<file path="config.mk">
export PLATFORM = sky130hd
export DESIGN_NAME = univ_shift_seq_flat
export DESIGN_NICKNAME = d
export VERILOG_FILES = /design/src/rtl/univ_shift_seq_if.sv /design/src/rtl/univ_shift_seq.sv /design/src/flat_wrapper.sv
export SDC_FILE = /design/constraint.sdc
export NUM_CORES = 1
export LEC_CHECK = 0
export CAP_MARGIN = 15
export CORE_ASPECT_RATIO = 1.1
export CORE_MARGIN = 1.5
export CORE_UTILIZATION = 48
export CTS_BUF_LIST = sky130_fd_sc_hd__clkbuf_8
export DETAILED_ROUTE_END_ITERATION = 10
export PLACE_DENSITY = 0.91
export SETUP_SLACK_MARGIN = 0.02
export SLEW_MARGIN = 30
export SYNTH_ARGS = -nofsm -noshare
export SYNTH_HDL_FRONTEND = slang
export SYNTH_SLANG_ARGS = --single-unit
export TNS_END_PERCENT = 1
</file>
<file path="constraint.sdc">
create_clock -name clk -period 2.3 [get_ports clk]
set_input_delay 0.69 -clock clk [delete_from_list [all_inputs] [get_ports clk]]
set_output_delay 0.69 -clock clk [all_outputs]
set_load 0.1 [all_outputs]
</file>
<file path="src/rtl/univ_shift_seq_if.sv">
// Command channel between an upstream controller and the universal shift sequencer.
// The master drives the command fields; the slave returns cmd_ready.
interface univ_shift_seq_if #(
   parameter int unsigned WIDTH = 4,
   parameter int unsigned CNT_W = 3
);
   logic             cmd_valid;
   logic             cmd_ready;
   logic [1:0]       cmd_op;
   logic [WIDTH-1:0] cmd_data;
   logic             cmd_fill;
   logic [CNT_W-1:0] cmd_count;

   modport master (
      output cmd_valid,
      output cmd_op,
      output cmd_data,
      output cmd_fill,
      output cmd_count,
      input  cmd_ready
   );

   modport slave (
      input  cmd_valid,
      input  cmd_op,
      input  cmd_data,
      input  cmd_fill,
      input  cmd_count,
      output cmd_ready
   );
endinterface

</file>
<file path="src/rtl/univ_shift_seq.sv">
// Sequencer that turns load/shift/rotate commands into the per-cycle sel/ser_in/par_out
// stream for a downstream universal shift register.
module univ_shift_seq #(
   parameter int unsigned WIDTH = 4,
   parameter int unsigned CNT_W = 3
) (
   input  logic                 clk,
   input  logic                 reset,
   univ_shift_seq_if.slave      cmd,
   input  logic [WIDTH-1:0]     reg_q,
   output logic [1:0]           sel,
   output logic                 ser_in,
   output logic [WIDTH-1:0]     par_out,
   output logic                 busy,
   output logic                 done
);

   localparam logic [1:0] OpLoad  = 2'b00;
   localparam logic [1:0] OpShl   = 2'b10;
   localparam logic [1:0] OpRot   = 2'b11;

   localparam logic [1:0] SelHold = 2'b00;
   localparam logic [1:0] SelShr  = 2'b01;
   localparam logic [1:0] SelShl  = 2'b10;
   localparam logic [1:0] SelLoad = 2'b11;

   typedef enum logic [1:0] {StIdle, StLoad, StShift, StDone} state_e;

   state_e           state_q;
   logic [CNT_W-1:0] cnt_q;
   logic [1:0]       op_q;
   logic             fill_q;
   logic [1:0]       sel_q;
   logic [WIDTH-1:0] par_out_q;
   logic             busy_q;
   logic             done_q;
   logic             ready_q;

   // Only the LSB of the register matters: it is the bit fed back for rotate right.
   logic unused_reg_q;
   assign unused_reg_q = ^reg_q[WIDTH-1:1];

   always_ff @(posedge clk or negedge reset) begin
      if (!reset) begin
         state_q   <= StIdle;
         cnt_q     <= '0;
         op_q      <= OpLoad;
         fill_q    <= 1'b0;
         sel_q     <= SelHold;
         par_out_q <= '0;
         busy_q    <= 1'b0;
         done_q    <= 1'b0;
         ready_q   <= 1'b1;
      end else begin
         unique case (state_q)
            StIdle: begin
               if (cmd.cmd_valid && ready_q) begin
                  op_q      <= cmd.cmd_op;
                  fill_q    <= cmd.cmd_fill;
                  cnt_q     <= cmd.cmd_count;
                  par_out_q <= cmd.cmd_data;
                  busy_q    <= 1'b1;
                  ready_q   <= 1'b0;
                  if (cmd.cmd_op == OpLoad) begin
                     state_q <= StLoad;
                     sel_q   <= SelLoad;
                  end else if (cmd.cmd_count != '0) begin
                     state_q <= StShift;
                     sel_q   <= (cmd.cmd_op == OpShl) ? SelShl : SelShr;
                  end else begin
                     state_q <= StDone;
                     sel_q   <= SelHold;
                     done_q  <= 1'b1;
                  end
               end
            end
            StLoad: begin
               state_q <= StDone;
               sel_q   <= SelHold;
               done_q  <= 1'b1;
            end
            StShift: begin
               cnt_q <= cnt_q - 1'b1;
               if (cnt_q == CNT_W'(1)) begin
                  state_q <= StDone;
                  sel_q   <= SelHold;
                  done_q  <= 1'b1;
               end
            end
            StDone: begin
               state_q <= StIdle;
               done_q  <= 1'b0;
               busy_q  <= 1'b0;
               ready_q <= 1'b1;
            end
            default: begin
               state_q <= StIdle;
               sel_q   <= SelHold;
               done_q  <= 1'b0;
               busy_q  <= 1'b0;
               ready_q <= 1'b1;
            end
         endcase
      end
   end

   // Rotate feeds the register's own LSB straight back, so it cannot be registered.
   assign ser_in        = (state_q == StShift) ? ((op_q == OpRot) ? reg_q[0] : fill_q) : 1'b0;
   assign sel           = sel_q;
   assign par_out       = par_out_q;
   assign busy          = busy_q;
   assign done          = done_q;
   assign cmd.cmd_ready = ready_q;

endmodule

</file>
<file path="src/flat_wrapper.sv">
// flat-port wrapper written by rule: the top's interface ports become plain ports
module univ_shift_seq_flat 
#(
   parameter int unsigned WIDTH = 4,
   parameter int unsigned CNT_W = 3
)
  (clk, reset, reg_q, sel, ser_in, par_out, busy, done, cmd_cmd_valid, cmd_cmd_op, cmd_cmd_data, cmd_cmd_fill, cmd_cmd_count, cmd_cmd_ready);
  univ_shift_seq_if #(.WIDTH(WIDTH), .CNT_W(CNT_W)) cmd_i ();
  input  logic clk;
  input  logic reset;
  input  logic [WIDTH-1:0] reg_q;
  output logic [1:0] sel;
  output logic ser_in;
  output logic [WIDTH-1:0] par_out;
  output logic busy;
  output logic done;
  input wire logic [$bits(cmd_i.cmd_valid)-1:0] cmd_cmd_valid;
  input wire logic [$bits(cmd_i.cmd_op)-1:0] cmd_cmd_op;
  input wire logic [$bits(cmd_i.cmd_data)-1:0] cmd_cmd_data;
  input wire logic [$bits(cmd_i.cmd_fill)-1:0] cmd_cmd_fill;
  input wire logic [$bits(cmd_i.cmd_count)-1:0] cmd_cmd_count;
  output wire logic [$bits(cmd_i.cmd_ready)-1:0] cmd_cmd_ready;
  assign cmd_i.cmd_valid = cmd_cmd_valid;
  assign cmd_i.cmd_op = cmd_cmd_op;
  assign cmd_i.cmd_data = cmd_cmd_data;
  assign cmd_i.cmd_fill = cmd_cmd_fill;
  assign cmd_i.cmd_count = cmd_cmd_count;
  assign cmd_cmd_ready = cmd_i.cmd_ready;
  univ_shift_seq #(.WIDTH(WIDTH), .CNT_W(CNT_W)) u_core (.clk(clk), .reset(reset), .cmd(cmd_i), .reg_q(reg_q), .sel(sel), .ser_in(ser_in), .par_out(par_out), .busy(busy), .done(done));
endmodule
</file>
### Word level (Yosys, flattened, before mapping)

Cells that the tools add are included.

* $add $sub $neg: 1
* multiply operators: 0
* div/mod/pow operators: 0
* order comparisons: 0
* equal/unequal tests: 10
* shift operators: 0
* muxes and demuxes: 24
* bitwise logic cells: 0
* reduce and logical (&&, ||, !) cells: 13

Operators by type and width (number)
* 2-bit two-way mux: 8
* 1-bit two-way mux: 9
* 2-bit == test (second input constant): 4
* 2-bit case mux with 4 select lines: 1
* 2-bit AND reduction: 4
* 2-bit case mux with 3 select lines: 1
* 3-bit case mux with 2 select lines: 1
* 3-bit nonzero test: 2
* 2-bit zero test: 2
* 2-bit by 1-bit inequality test with 1-bit output (second input constant): 2
* 2-bit inequality test (second input constant): 2
* 1-bit case mux with 2 select lines: 2
* 1-bit case mux with 4 select lines: 1
* 4-bit AND reduction: 1
* 2-bit nonzero test: 2
* 3-bit by 1-bit == test with 1-bit output (second input constant): 1
* 3-bit two-way mux: 1
* 3-bit AND reduction: 1
* 3-bit by 1-bit subtractor with 3-bit output (second input constant): 1
* 2-bit by 1-bit == test with 1-bit output (second input constant): 1
* 1-bit logical AND: 1

* register bits: 17
* bits in latches: 0
* memory bits (writable): 0
* bits in read-only memories: 0
* input port bits: 17
* logic and storage cells: 57
* memories: 0

### Longest topological paths before layout

* depth in word-level cells: 6
* mapped depth: 7
* depth with buffers taken out: 6

### Worst setup path before layout

Ideal clock, no wire load.

* path kind: register to output
* from: register u_core.state_q[0]
* to: output port ser_in
* arrival time: 2.939 ns
* slack: -1.329 ns
* stages on the path, launching flop included: 4
* path through: dfrtp_1 > inv_1 > ha_1 > a21boi_0

* cells in the longest elaborated chain, start to end: 2

RTL lines
* from (decl): line univ_shift_seq.sv:29 `state_e state_q;`
* from (signal assigned): line univ_shift_seq.sv:45 `state_q <= StIdle;`
* from (signal assigned): line univ_shift_seq.sv:65 `state_q <= StLoad;`
* from (signal assigned): line univ_shift_seq.sv:68 `state_q <= StShift;`
* 2-bit == test: line univ_shift_seq.sv:108 `assign ser_in = (state_q == StShift) ? ((op_q == OpRot) ? reg_q[0] : fill_q) : 1'b0;`
* 1-bit two-way mux: line univ_shift_seq.sv:108
* to (decl): line flat_wrapper.sv:13 `output logic ser_in;`

Every way passes these cells.

### Worst setup path in the final report

Same ends and word-level chain as after synthesis.

==> flow_metrics.env <==
export IMPL_status="completed"
export IMPL_worst_pin_slew_ps=318.6
export IMPL_report_final_slew_viol_count=0
export IMPL_path_class="reg2out"
export IMPL_fin_crit_sh_pct=92.74
export IMPL_grt_pass1_vias=702
export IMPL_crit_path_end_kind="output pin"
export IMPL_numCtsBuffers=3
export IMPL_cap_violations=0
export IMPL_synth_top_cell_area_share_pct=42.84
export IMPL_ctsRootBufferMaster="clkbuf_8"
export IMPL_yosysTopAreaCell="dfrtp_1"
export IMPL_post_synth_instance_area_sq_um=934.6
export IMPL_reg2reg_depth=6
export IMPL_worstPathRequired_ps=1610
export IMPL_die_y_microns=49.28
export IMPL_max_freq_mhz=468.8
export IMPL_rsz0062_at_grt="no"
export IMPL_start_kind="flip-flop"
export IMPL_yosysSeqAreaShare_pct=45.65
export IMPL_clk_latency_ps=260
export IMPL_io_pins=27
export IMPL_ys_flop_type="dfrtp_1"
export IMPL_setup_viol=0
export IMPL_synth_cells=83
export IMPL_ys_top_cells_by_area="dfrtp_1 (43%), mux2_2 (8.4%), ha_1 (8.0%)"
export IMPL_final_area_sq_mm=0.001262
export IMPL_antenna_left=0
export IMPL_start_util_pct=51.87
export IMPL_final_cell_mix="dfrtp_1 (16), clkdlybuf4s50_1 (12), buf_4 (11)"
export IMPL_maxSlewHeadroom_pct=78.59
export IMPL_syn_nets=106
export IMPL_rrSetupSlack_ps=520
export IMPL_drive_gt1_share_pct=33.04
export IMPL_grt_overflow_total=0
export IMPL_placed_cell_area_sq_mm=0.001210
export IMPL_ys_ff_latch=17
export IMPL_drtIter0Drc=12
export IMPL_hp_class="reg2reg"
export IMPL_clkTransAtPathRegs_ps=70
export IMPL_final_common_cell="dfrtp_1"
export IMPL_hp_start="u_core.par_out[3]"
export IMPL_synth_distinct_cells=30
export IMPL_diodes=0
export IMPL_antenna_found_initial=0
export IMPL_viasPerCell=5.600
export IMPL_drt_total_wl_microns=1935
export IMPL_async_flop_share_pct=100.0
export IMPL_syn_avg_cell_area_sq_um=11.26
export IMPL_min_to="u_core.par_out[3]"
export IMPL_r2r_start="u_core.state_q[0]"
export IMPL_reg2reg_to="u_core.done"
export IMPL_synth_edf_count=0
export IMPL_gp_congestion=0.8101
export IMPL_grt_pass1_wl_microns=3084
export IMPL_syn_to_final_growth_pct=35.07
export IMPL_clock_path_buffers=2
export IMPL_drc_errors=0
export IMPL_yosysWarnings=0
export IMPL_fp_row_count=16
export IMPL_cts_sinks=17
export IMPL_fill_cells=127
export IMPL_io_buffer_count=23
export IMPL_grt_max_degree=18
export IMPL_period_needed_ps=2133
export IMPL_drt_pass1_iterations=4
export IMPL_hold_depth=1
export IMPL_cts_tree="built"
export IMPL_path_max_fanout=7
export IMPL_grt_usage_pct=20.09
export IMPL_nets=136
export IMPL_hold_viol=0
export IMPL_wl_per_cell_microns=14.88
export IMPL_die_x_microns=45.08
export IMPL_htreeDepth=1
export IMPL_dp_hpwl_microns=1420
export IMPL_arrival_ps=1440
export IMPL_coreArea_sq_mm=0.001802
export IMPL_vias=728
export IMPL_die_area_sq_mm=0.002221
export IMPL_fin_skew_ps=0.6347
Yosys cell counts (2+ instances only):
cell / n
a22oi_1: 2
nor3_1: 3
mux2_4: 3
nor2b_1: 3
mux2_2: 7
o21ai_0: 6
nand2_1: 5
ha_1: 6
inv_1: 7
dfrtp_1: 16
nor2_1: 3
a21oi_1: 4
worst max-delay path, stage by stage, from the launching register on:
cell	delay [ps]
dfrtp_1	400
inv_1	110
ha_2	270
a21boi_4	220
buf_12	190
flip-flops by register name (all words and copies together), names as in the netlist:
register	count
u_core.fill_q	1
u_core.op_q	2
u_core.sel	2
u_core.state_q	2
u_core.busy	1
u_core.par_out	4
u_core.done	1
u_core.cmd.cmd_ready	1
u_core.cnt_q	3
area by class of cell:
class	instances	area, sq um	area share, %
tap	18	22.52	1.784
sequential	17	426.7	33.80
timing repair buffer	26	251.5	19.92
clock buffer	3	41.29	3.271
multi-input combinational	58	489.2	38.75
inverter	7	26.28	2.081
clock inverter	1	5.005	0.3964
layer usage:
layer	vias up	wire length (microns)	GRT usage (%)
met5	-	0	0
met4	0	65	17.16
met3	4	45	3.333
met2	11	996	30.24
met1	365	826	23.76
li1	348	-	-
worst max path at each step:
stage,slack (ps),cells after the start,from,to
after CTS,90,4,u_core.state_q[0],ser_in
after floorplan,220,2,reg_q[0],ser_in
final,170,4,u_core.state_q[0],ser_in
after detailed placement,-20,4,reg_q[0],ser_in
after global routing,100,4,u_core.state_q[0],ser_in
after global placement,-10,4,reg_q[0],ser_in
cell families after synthesis:
group	after synthesis	synth area share, %
simple gates	19	11.11
compound gates	23	17.94
buf+inv	8	4.016
fa+ha+maj	6	8.032
flops	17	45.65
mux	10	13.25
metrics by stage:
step	instances	util, %	hold WS, ps	TNS, ps	setup slack, ps
after global routing	130	70.07	533.6	0	100.4
final	130	70.07	511.0	0	166.9
after CTS	130	69.93	514.8	0	87.45
after floorplan	83	-	394.4	0	218.6
after detailed placement	126	67.15	495.7	-19.82	-19.82
after global placement	126	67.15	487.6	-10.94	-10.94
what timing repair did:
action | in CTS | in global routing
pin swaps | 2 | 0
hold buffers | 0 | 0
resized for setup | 2 | 1
setup buffers | 0 | 0
setup endpoints to repair | 1 | 1
gates cloned | 0 | 0
Power is not shown: default switching activity piles up to over one toggle a cycle in this logic, so the estimate is an artifact.
